--- config.mk ---
export PLATFORM = sky130hd
export DESIGN_NAME = expand16_32_stream
export DESIGN_NICKNAME = d
export VERILOG_FILES = /design/src/rtl/expand16_32_stream_pkg.sv /design/src/rtl/expand16_32_comb.sv /design/src/rtl/expand16_32_stream.sv
export SDC_FILE = /design/constraint.sdc
export NUM_CORES = 1
export LEC_CHECK = 0
export ABC_AREA = 1
export CAP_MARGIN = 20
export CORE_MARGIN = 2
export CORE_UTILIZATION = 35
export CTS_CLUSTER_DIAMETER = 100
export CTS_CLUSTER_SIZE = 12
export DETAILED_ROUTE_END_ITERATION = 10
export GPL_TIMING_DRIVEN = 0
export MAX_ROUTING_LAYER = met4
export SYNTH_ARGS = -nofsm -noshare
export SYNTH_HDL_FRONTEND = slang
export SYNTH_SLANG_ARGS = --single-unit
--- constraint.sdc ---
create_clock -name clk -period 1.5 [get_ports clk]
set_input_delay 0.375 -clock clk [delete_from_list [all_inputs] [get_ports clk]]
set_output_delay 0.375 -clock clk [all_outputs]
set_load 0.005 [all_outputs]
--- src/rtl/expand16_32_stream_pkg.sv ---
// Shared definitions for the 16<->32 bit sample conversion paths.
// The 32->16 truncator uses the same widths and fraction position.
package expand16_32_stream_pkg;
    localparam int SAMPLE_W   = 16;
    localparam int WORD_W     = 32;
    localparam int FRAC_SHIFT = 9;

    // State names the sample currently presented on m_data.
    typedef enum logic [1:0] {
        ST_IDLE   = 2'd0,
        ST_OUT_LO = 2'd1,
        ST_OUT_HI = 2'd2
    } exp_state_e;
endpackage

--- src/rtl/expand16_32_comb.sv ---
// Pure combinational expansion: sign-extend a 16-bit sample and place its LSB at bit FRAC_SHIFT.
module expand16_32_comb
    import expand16_32_stream_pkg::*;
#(
    parameter int FRAC_SHIFT_P = FRAC_SHIFT
) (
    input  logic [SAMPLE_W-1:0] x,
    output logic [WORD_W-1:0]   y
);
    assign y = {{(WORD_W - SAMPLE_W - FRAC_SHIFT_P){x[SAMPLE_W-1]}}, x, {FRAC_SHIFT_P{1'b0}}};
endmodule

--- src/rtl/expand16_32_stream.sv ---
// Streams packed pairs of 16-bit samples out as 32-bit fixed-point samples, one per handshake.
// Registered output; the word's final sample may overlap with loading the next word.
module expand16_32_stream
    import expand16_32_stream_pkg::*;
#(
    parameter int FRAC_SHIFT_P = FRAC_SHIFT,
    parameter int CNT_W        = 16
) (
    input  logic             clk,
    input  logic             rst,
    input  logic [31:0]      s_data,
    input  logic             s_single,
    input  logic             s_last,
    input  logic             s_valid,
    output logic             s_ready,
    output logic [31:0]      m_data,
    output logic             m_last,
    output logic             m_valid,
    input  logic             m_ready,
    output logic [CNT_W-1:0] sample_cnt
);
    exp_state_e         state_q, state_d;
    logic [31:0]        m_data_q, m_data_d;
    logic               m_last_q, m_last_d;
    logic               m_valid_q, m_valid_d;
    logic [15:0]        hold_hi_q, hold_hi_d;
    logic               hold_single_q, hold_single_d;
    logic               hold_last_q, hold_last_d;
    logic [CNT_W-1:0]   sample_cnt_q, sample_cnt_d;
    logic [31:0]        exp_lo, exp_hi;

    expand16_32_comb #(.FRAC_SHIFT_P(FRAC_SHIFT_P)) u_exp_lo (.x(s_data[15:0]), .y(exp_lo));
    expand16_32_comb #(.FRAC_SHIFT_P(FRAC_SHIFT_P)) u_exp_hi (.x(hold_hi_q),    .y(exp_hi));

    always_comb begin
        state_d       = state_q;
        m_data_d      = m_data_q;
        m_last_d      = m_last_q;
        m_valid_d     = m_valid_q;
        hold_hi_d     = hold_hi_q;
        hold_single_d = hold_single_q;
        hold_last_d   = hold_last_q;
        sample_cnt_d  = sample_cnt_q;
        s_ready       = 1'b0;

        case (state_q)
            ST_IDLE:   s_ready = 1'b1;
            ST_OUT_LO: s_ready = hold_single_q ? m_ready : 1'b0;
            ST_OUT_HI: s_ready = m_ready;
            default:   s_ready = 1'b0;
        endcase

        // Final sample of a word is leaving (or nothing is held): refill or drop to idle.
        if (state_q == ST_OUT_LO && !hold_single_q) begin
            if (m_ready) begin
                m_data_d = exp_hi;
                m_last_d = hold_last_q;
                state_d  = ST_OUT_HI;
            end
        end else if (state_q == ST_IDLE || m_ready) begin
            if (s_valid) begin
                m_data_d      = exp_lo;
                m_last_d      = s_single & s_last;
                m_valid_d     = 1'b1;
                hold_hi_d     = s_data[31:16];
                hold_single_d = s_single;
                hold_last_d   = s_last;
                state_d       = ST_OUT_LO;
            end else begin
                m_valid_d = 1'b0;
                m_last_d  = 1'b0;
                state_d   = ST_IDLE;
            end
        end

        if (m_valid_q && m_ready)
            sample_cnt_d = m_last_q ? '0 : sample_cnt_q + CNT_W'(1);
    end

    always_ff @(posedge clk) begin
        if (rst) begin
            state_q       <= ST_IDLE;
            m_data_q      <= '0;
            m_last_q      <= 1'b0;
            m_valid_q     <= 1'b0;
            hold_hi_q     <= '0;
            hold_single_q <= 1'b0;
            hold_last_q   <= 1'b0;
            sample_cnt_q  <= '0;
        end else begin
            state_q       <= state_d;
            m_data_q      <= m_data_d;
            m_last_q      <= m_last_d;
            m_valid_q     <= m_valid_d;
            hold_hi_q     <= hold_hi_d;
            hold_single_q <= hold_single_d;
            hold_last_q   <= hold_last_d;
            sample_cnt_q  <= sample_cnt_d;
        end
    end

    assign m_data     = m_data_q;
    assign m_last     = m_last_q;
    assign m_valid    = m_valid_q;
    assign sample_cnt = sample_cnt_q;
endmodule

==> reports/qor.txt <==
Detail Route Antenna Nets: 0
Commonest cells post-synth: 103 x nand2_1, 91 x nor2_1, 54 x dfxtp_1
Post-synthesis adder-cell area fraction: 0.463%
Critical path arrival: 1090 ps
Routing usage on met3: 2.88%
Tot GR Track Use: 17.5%
CP Buf/Inv Count: 2
Grt ovf: 0
Status: finished, final reports clean
R2r startpoint: state_q[0]
Top-count cell post-synth: nand2_1
Lkg Pwr: 2.01 nW
NumNets Final: 570
F_max: 684 MHz
Area growth from synthesis to layout: 44.4%
Final hold slack: 476 ps
CTS sink cnt: 54
Grt peak-use layer: met2
Initial core utilization: 35.6%
Worst Path Required: 1120 ps
Worst skew pair latency: 310 ps
Top FF cell, synth: dfxtp_1
Post-synth cell types: 27
Area share of the largest cell type after synthesis: 40.0%
DR pass1 iterations: 4
Multiplexer share of the synthesized area: 0%
Relative slew slack: 66.4%
Core area: 7610 um2
Final wirelength: 7000 um
Mapped Area: 2710 um2
1st-iter DRT viols: 129
Design area: 3910 um2
Clock root cell: clkbuf_8
CTS Buf Count: 5
CTS H-tree lvls: 2
Wire length per cell: 11.0 um
Clock transition at the registers of the reported paths: 90 ps
HP Start: hold_last_q
Post-synthesis sequential area ratio: 40.0%
DRC: 0
Row cnt: 32
Largest stage delay, worst path: 370 ps
Filler cells: 810
Critical path origin: state_q[0]
Total power: 3.38 mW
Post-DP HPWL: 5180 um
Setup_tns: 0 ps
Power density over the cells: 866 nW/um2
Compound-Gate Fraction of Synth Area: 8.93%
Endpoints failing setup: 0
Top cells by area, synth: dfxtp_1 40%, nand2_1 14%, nor2_1 13%
First-pass GRT wire length: 11800 um
Layout cells sized above 1: 19.2%
Hold Buf Count CTS: 0
Number of diodes: 0
Vias: 2720
Io pins: 89
Fin util: 51.4%
Hold Vio Cnt, Final: 0
M1 GR Usage: 22.0%
Tcrit/Tclk final: 97.4%
Post-synth EDFFs: 0
CTS Buffer Depth: 2
Startpoint Class: flip-flop
Synth Warn #: 0
CP cell instances: o21ai_4 -> inv_2 -> nor2_1 -> buf_2
Actual slew at the worst max-slew pin: 504 ps
Mapped Cells: 417
Simple-Gate Fraction of Synth Area: 35.3%
# port buffers: 79
TritonCTS clock tree: built
Syn Area/Cell: 6.49 um2
Largest net degree at the start of global routing: 17
Via-to-Cell Ratio: 4.29
Worst Skew: 10.8 ps
Die Wd: 91.9 um
Vias in the first global route: 2541
RSZ-0062 raised after global routing: true
Largest family of logic cells by synthesized area: simple AND/OR/NAND/NOR gates
Top delay family on crit path: flip-flops
Asr flop ratio synth: 0%
Final estimated routing congestion in global placement: 0.839
Crit end category: output pin
Post-Synth XOR/XNOR Area: 0%
Crit path kind: reg2out
Antenna violations before repair: 0
Post-DP Area: 3650 um2
Min cycle time layout: 1460 ps
Slew Viols, Final: 0
CP Max Fanout: 4
Max cap viols: 0
Die height: 91.9 um
Critical-path top delay cell: dfxtp_4
Worst Hold Class: reg2reg
GR Layer Usage met2: 30.1%
Worst VDD drop: 0.000454 V
Synthesized flop and latch total: 54
Area of the die: 8450 um2
Yosys top cell by area: dfxtp_1
[metal layers]
layer	part of all wire (%)	vias up	routed length, um
met1	46	1189	3220
met5	0	-	0
met2	49	52	3460
met3	3.9	5	273
li1	-	1474	-
met4	0.70	0	49
[tightest hold or removal path, stage by stage, from the launching register on]
cell and delay (ps):
dfxtp_1 320, nand2_1 60, a21oi_1 50
[path summary, 6_finish.rpt]
kind	to	slack [ps]	depth (start not counted)
worst max register to register	hold_hi_q[12]	110	6
worst max-delay path	s_ready	40	4
worst min-delay path	hold_last_q	480	2
worst min register to register	hold_last_q	480	2
[layout make-up]
cell class	instances	area, um2	area share (%)
multi-input cells	284	1250	32.1
flip-flops and latches	54	1120	28.6
repair buffers	99	877	22.4
inverters	57	218	5.57
plain buffers	30	203	5.19
well taps	102	128	3.27
clock buffers	6	72.6	1.86
clock inverters	2	37.5	0.961
[state kept, by name, indices dropped and copies added (netlist names)]
register and flops:
hold_hi_q 16, hold_last_q 1, hold_single_q 1, m_data 16, m_last 1, m_valid 1, sample_cnt 16, state_q 2
[per-stage QoR]
| step | setup WS [ps] | instances |
|---|---|---|
| floorplan | 258 | 425 |
| global placement | -757 | 606 |
| detailed placement | -769 | 606 |
| CTS | -90.3 | 633 |
| global route | -23.6 | 634 |
| finish | 39.0 | 634 |
[power by group]
group          internal [mW]  total [mW]  switching (mW)
sequential              1.54        1.59          0.0455
clock                  0.499       0.985           0.486
combinational          0.398       0.808           0.411
total                   2.44        3.38           0.942
[logic make-up after synthesis]
group | after synthesis
simple gates | 232
buf+inv | 87
flops | 54
compound gates | 42
fa+ha+maj | 1
other cells | 1
[layout by cell type (no fill, tap or decap), drive strengths merged]
cell / instances
nand2: 105
nor2: 92
inv: 56
dfxtp: 54
buf: 46
dlygate4sd2: 35
clkdlybuf4s50: 34
o21ai: 27
nand3: 26
clkbuf: 18
a21oi: 13
conb: 9
nor3: 5
nand4: 3
nand3b: 1
clkinv: 1
o21bai: 1
a211oi: 1
ha: 1
bufinv: 1
clkinvlp: 1
clkdlybuf4s15: 1
dlymetal6s2s: 1
[what timing repair did]
| item | in CTS | in global routing |
|---|---|---|
| gates resized for setup | 85 | 21 |
| pin swaps | 1 | 2 |
| setup endpoints to repair | 88 | 16 |
| setup buffers | 19 | 1 |
| hold endpoints to repair | 0 | 0 |
No activity file was read; power rests on OpenSTA's default activity.
